==> config.mk <==
export PLATFORM = sky130hd
export DESIGN_NAME = carrier_gen_multi
export DESIGN_NICKNAME = d
export VERILOG_FILES = /design/src/rtl/carrier_gen_multi.sv
export SDC_FILE = /design/constraint.sdc
export NUM_CORES = 1
export LEC_CHECK = 0
export CAP_MARGIN = 25
export CORE_MARGIN = 2
export CORE_UTILIZATION = 47
export DETAILED_ROUTE_END_ITERATION = 6
export GPL_TIMING_DRIVEN = 0
export MAX_ROUTING_LAYER = met4
export PLACE_DENSITY = 0.88
export SLEW_MARGIN = 20
export SYNTH_ARGS = -nofsm -noshare
export SYNTH_HDL_FRONTEND = slang
export SYNTH_SLANG_ARGS = --single-unit
export TNS_END_PERCENT = 50
==> constraint.sdc <==
create_clock -name clk -period 2.55 [get_ports clk]
set_input_delay 0.255 -clock clk [delete_from_list [all_inputs] [get_ports clk]]
set_output_delay 0.255 -clock clk [all_outputs]
set_load 0.01 [all_outputs]
==> src/rtl/carrier_gen_multi.sv <==
// Multi-channel carrier generator: per-channel programmable high/low phase lengths,
// boundary-synchronous duration reload, output polarity, common resync and end-of-period pulse.
module carrier_gen_multi #(
  parameter int TIMER_WIDTH = 16,
  parameter int NUM_CH      = 4
) (
  input  logic                          clk,
  input  logic                          sys_rst,
  input  logic [NUM_CH-1:0]             en,
  input  logic [NUM_CH*TIMER_WIDTH-1:0] high_dur,
  input  logic [NUM_CH*TIMER_WIDTH-1:0] low_dur,
  input  logic [NUM_CH-1:0]             polarity,
  input  logic                          sync,
  output logic [NUM_CH-1:0]             out,
  output logic [NUM_CH-1:0]             period_done
);

  typedef enum logic [1:0] {
    ST_IDLE = 2'd0,
    ST_HIGH = 2'd1,
    ST_LOW  = 2'd2
  } state_e;

  state_e                 state_q [NUM_CH];
  state_e                 state_d [NUM_CH];
  logic [TIMER_WIDTH-1:0] cnt_q   [NUM_CH];
  logic [TIMER_WIDTH-1:0] cnt_d   [NUM_CH];
  logic [TIMER_WIDTH-1:0] sh_lo_q [NUM_CH];
  logic [TIMER_WIDTH-1:0] sh_lo_d [NUM_CH];
  logic [NUM_CH-1:0]      wrap;
  logic [NUM_CH-1:0]      out_q, out_d;
  logic [NUM_CH-1:0]      pd_q, pd_d;

  // High-phase count is loaded straight from high_dur at the same boundary that
  // would capture its shadow, so only the low-phase shadow needs storage.
  always_ff @(posedge clk) begin
    if (sys_rst) begin
      for (int c = 0; c < NUM_CH; c++) begin
        state_q[c] <= ST_IDLE;
        cnt_q[c]   <= '0;
        sh_lo_q[c] <= '0;
      end
      out_q <= '0;
      pd_q  <= '0;
    end else begin
      for (int c = 0; c < NUM_CH; c++) begin
        state_q[c] <= state_d[c];
        cnt_q[c]   <= cnt_d[c];
        sh_lo_q[c] <= sh_lo_d[c];
      end
      out_q <= out_d;
      pd_q  <= pd_d;
    end
  end

  always_comb begin
    wrap = '0;
    for (int c = 0; c < NUM_CH; c++) begin
      state_d[c] = state_q[c];
      cnt_d[c]   = cnt_q[c];
      sh_lo_d[c] = sh_lo_q[c];
      if (!en[c]) begin
        state_d[c] = ST_IDLE;
        cnt_d[c]   = '0;
      end else if (sync || state_q[c] == ST_IDLE) begin
        state_d[c] = ST_HIGH;
        cnt_d[c]   = high_dur[c*TIMER_WIDTH +: TIMER_WIDTH];
        sh_lo_d[c] = low_dur[c*TIMER_WIDTH +: TIMER_WIDTH];
      end else if (cnt_q[c] != '0) begin
        cnt_d[c] = cnt_q[c] - 1'b1;
      end else if (state_q[c] == ST_HIGH) begin
        state_d[c] = ST_LOW;
        cnt_d[c]   = sh_lo_q[c];
      end else begin
        state_d[c] = ST_HIGH;
        cnt_d[c]   = high_dur[c*TIMER_WIDTH +: TIMER_WIDTH];
        sh_lo_d[c] = low_dur[c*TIMER_WIDTH +: TIMER_WIDTH];
        wrap[c]    = 1'b1;
      end
    end
  end

  always_comb begin
    for (int c = 0; c < NUM_CH; c++) begin
      out_d[c] = (state_d[c] == ST_HIGH) ^ polarity[c];
    end
    pd_d = wrap;
  end

  assign out         = out_q;
  assign period_done = pd_q;

endmodule
; After elaboration in Yosys (flattened, before gate mapping)
; Memories as Yosys holds them, arrays and structs flattened.
; Index checks and enable logic that the tools add are counted.
[word_totals]
register_bits = 8
n_memories = 3
in_bits = 139
ramBits = 136
output_inout_bits = 8
elab_cells = 123
[op_classes]
n_eq_ne = 8
n_bitwise = 20
add_sub_neg = 4
n_mux = 67
n_reduce_logical = 16
[memory_table]
columns = name, words, word_bits, read_ports, rd_clocked_by_memory_dff, write_ports, line_no
row1 = cnt_q, 4, 16, 4, 0, 4, 26  ; logic [TIMER_WIDTH-1:0] cnt_q [NUM_CH];
row2 = sh_lo_q, 4, 16, 4, 0, 4, 28  ; logic [TIMER_WIDTH-1:0] sh_lo_q [NUM_CH];
row3 = state_q, 4, 2, 4, 0, 4, 24  ; state_e state_q [NUM_CH];
[ops]
columns = cell, n
row1 = 16-bit 2-to-1 mux, 40
row2 = 16-bit nonzero test, 4
row3 = "16-bit by 1-bit subtractor with 16-bit output, second input constant", 4
row4 = 2-bit 2-to-1 mux, 20
row5 = "2-bit by 1-bit == test with 1-bit output, second input constant", 8
row6 = 4-bit OR reduction, 4
row7 = 1-bit bitwise OR, 12
row8 = 2-bit logical NOT, 4
row9 = 1-bit 2-to-1 mux, 7
row10 = 1-bit logical OR, 4
row11 = 1-bit inverter, 4
row12 = 1-bit bitwise XOR, 4

; Longest topological paths before layout
[logic_depth]
ltp_word = 7
depth_mapped = 9
ltp_nobuf = 7

; Worst setup path before layout
; Ideal clock, no wire load.
[synth_timing]
kind = reg2reg
from = mem cnt_q[2][0]
to = mem sh_lo_q[2][10]
stages_incl_launch_ff = 10
path_buffers = 2
setup_time_ns = 0.128
period_less_slack_ns = 2.447
arrival_ns = 2.319
slack_ns = 0.103
required_ns = 2.422
cell_sequence = dfxtp_1 -> inv_1 -> ha_1 -> or4b_1 -> or4_4 -> buf_6 -> a21oi_4 -> buf_12 -> mux2i_1 -> nor2_1
[synth_lines]
columns = item, line_no
row1 = from (decl), 26
row2 = to (decl), 28

==> impl_metrics.csv <==
group,metric,value,unit
place,place_ws,-322,ps
timing,fmax,0.391,GHz
timing,relSlewSlack,0.391,
clock_tree,cts_made_buffers,17,
die,io_pins,147,
clock_tree,clockBufferDepth,2,
clock_tree,path_clk_slew,60,ps
synthesis,ys_warn_count,0,
critical_path,crit_fanout,8,
pwr,leakagePower,0.00391,uW
timing,fin_worst_skew,9.90,ps
pwr,p_per_area,650,nW/um^2
place,dp_hpwl,16400,um
timing,rsz0062_at_grt,"true",
detailed_routing,routedWlPerCell,17.7,um
critical_path,r2r-start,"cnt_q[1][0]$_SDFF_PP0_",
synthesis,syn_nets,1028,
die,die_h,130,um
critical_path,reg2reg_depth,7,
timing,fin_ws,-8.08,ps
min_path,whs_path_depth,3,
pwr,cellInternalPower,4710,uW
grt,grt_start_max_net_pins,17,
clock_tree,clock_sinks,144,
pwr,swShare,0.281,
die,start_util,0.476,
detailed_routing,via_per_inst,5.87,
synthesis,ys.flop_type,"dfxtp_1",
pwr,seq_power_share,0.383,
pwr,design_power_total,6550,uW
min_path,hold_class,"input pin to flop",
grt,grt_use_total,0.272,
critical_path,r2r_end,"cnt_q[1][12]$_SDFF_PP0_",
timing,slew_viol_final,0,
layout,antenna_cells,0,
layout,syn_to_final_growth,34.8,%
synthesis,synthesis.area,7480,um^2
timing,setup-violations-final,2,
pwr,comb_power_share,0.201,
clock_tree,htreeDepth,4,
grt,grt-ovfl-total,0,
detailed_routing,drt_iter0_drc,617,
die,rows,46,
synthesis,syn_inst,881,
critical_path,endpoint_kind,"flop",
layout,nFillCells,1293,
clock_tree,holdBufCountCts,0,
critical_path,critPathArrivalTime,2830,ps
min_path,min_from,"low_dur[56]",
grt,grt_first_pass_wirelength,35100,um
detailed_routing,drc,0,
die,die_area,16900,um^2
detailed_routing,vias,7534,
detailed_routing,ant_nets,0,
outcome,violations,"negative setup slack",
clock_tree,cts_tree,"built",
die,die_w,130,um
critical_path,r2r_slack,-8,ps
synthesis,synth-seq-cells,144,
detailed_routing,wl,22700,um
die,core_area,15700,um^2
clock_tree,cts_root_buf,"clkbuf_16",
synthesis,seq_area_frac_synth,0.385,
outcome,outcome,"complete, but fails checks",
grt,grt_antenna_before_repair,0,
synthesis,synth-edff-count,0,
pwr,p_clk_frac,0.416,
critical_path,crit_type,"flop to flop",
timing,finalHoldViolCount,0,
synthesis,syn_avg_cell_area,8.49,um^2
timing,tightest_slew,906,ps
critical_path,critPathLaunchType,"flop",
place,place.gp.congestion,0.964,
timing,min_period,2560,ps
synthesis,async_flop_share,0,
pwr,ir_drop,0.000478,V
min_path,holdPathEnd,"sh_lo_q[3][8]$_SDFFE_PP0P_",
pwr,power_switching,1840,uW
layout,multiInputGateArea,4430,um^2
synthesis,ys_types,64,
detailed_routing,drtPass1Iterations,7,
layout,final_core_util,0.642,
layout,regArea,2890,um^2
place,io_buffers,146,
layout,nets,1202,
layout,final_common_cell,"clkdlybuf4s50_1",
job,maxCapViolCount,0,
grt,grt_pass1_vias,7079,
layout,final_cell_mix,"146 x clkdlybuf4s50_1, 142 x dfxtp_1, 120 x nor2_1, 70 x mux2i_1, 51 x a21oi_1",
timing,finalCritPeriodShare,1.00,
clock_tree,clk_latency,430,ps
layout,drive_gt1_frac,0.0927,
critical_path,critPathRequiredTime,2820,ps
-- how the worst max path moves through the flow --
stage,start,to,slack (ps),cells after the start
2_1_floorplan,cnt_q[2][0]$_SDFF_PP0_,sh_lo_q[2][10]$_SDFFE_PP0P_,100,9
3_3_place_gp,sync,cnt_q[2][15]$_SDFF_PP0_,-300,7
3_5_place_dp,sync,cnt_q[2][14]$_SDFF_PP0_,-320,7
4_1_cts,cnt_q[3][0]$_SDFF_PP0_,sh_lo_q[3][5]$_SDFFE_PP0P_,6,9
5_1_grt,cnt_q[1][1]$_SDFF_PP0_,cnt_q[1][7]$_SDFF_PP0_,-80,7
6_report,cnt_q[1][0]$_SDFF_PP0_,cnt_q[1][12]$_SDFF_PP0_,-8,7
-- per-stage QoR --
step	hold slack [ps]	std cells	TNS [ps]	area, um^2
floorplan	387	881	0	7480
CTS	392	1280	0	9960
global route	411	1284	-233	10100
global placement	450	1243	-12010	9220
detailed placement	452	1243	-12910	9220
finish	402	1284	-15.9	10100
-- sequential cells by signal (all words and copies together), names as in the netlist --
name / count
cnt_q: 64
out: 4
state_q: 8
sh_lo_q: 64
period_done: 4
-- per-layer routing --
layer | vias up | track usage | routed length, um | part of all wire
met5 | - | - | 0 | 0
met4 | 0 | 0.116 | 625 | 0.028
met3 | 56 | 0.0513 | 1530 | 0.068
met2 | 331 | 0.440 | 11000 | 0.49
met1 | 3552 | 0.333 | 9510 | 0.42
li1 | 3595 | - | - | -
-- worst max-delay path, cell delays in order, from the launching register on --
cell and delay, ps:
dfxtp_1 330, inv_1 90, ha_1 190, or4b_2 690
or4_1 520, clkbuf_1 230, o221ai_1 280, a31oi_1 80
-- timing repair --
action                                  in CTS  in global routing
pin swaps                                    4                  3
hold endpoints to repair                     0                  0
buffers inserted                             7                  4
endpoints found under the setup margin      85                 67
gates cloned                                 0                  1
gates resized for setup                     10                 22
-- power groups by stage --
stage | clock network [uW] | registers [uW] | logic (uW)
detailed placement | 0 | 2550 | 1220
finish | 2730 | 2510 | 1320
floorplan | 0 | 2510 | 794
global route | 2860 | 2530 | 1430
global placement | 0 | 2540 | 1200
CTS | 2750 | 2500 | 1270
-- Yosys cell counts (all sizes together) (5+ instances only) --
cell type	count	area, um^2
o31ai	12	104
inv	20	75.1
dfxtp	144	2880
nand2b	42	263
nor2	120	450
nor4	21	144
o22ai	9	56.3
ha	8	100
nand3	22	110
o21ai	36	184
xor2	10	87.6
a31oi	6	37.5
a222oi	5	50.1
nor3	47	235
mux2	6	67.6
or4	13	109
xnor2	22	193
a211oi	6	45.0
or3	9	56.3
or2	5	31.3
o221a	8	90.1
mux2i	70	701
nand2	38	143
nor2b	11	68.8
a21oi	52	272
clkbuf	39	146
o221ai	16	140
nand4	17	106
buf	12	83.8
-- cell families after synthesis --
family,Yosys count,share of synthesized area
multiplexers,76,0.103
flip-flops,144,0.385
buffers and inverters,71,0.0408
XOR/XNOR,32,0.0375
AND/OR/NAND/NOR,366,0.251
adder cells (fa/ha/maj),8,0.0134
AO/OA/AOI/OAI,184,0.169
-- cell type report --
cell class / instances / share of cell area
tap: 216 / 0.0268
clock inverter: 14 / 0.0200
clock buffer: 18 / 0.0435
timing repair buffer: 158 / 0.156
buffer: 48 / 0.0215
inverter: 20 / 0.00744
sequential: 144 / 0.286
multi-input combinational: 666 / 0.439
Note: power is estimated with default switching activity, not from simulation.
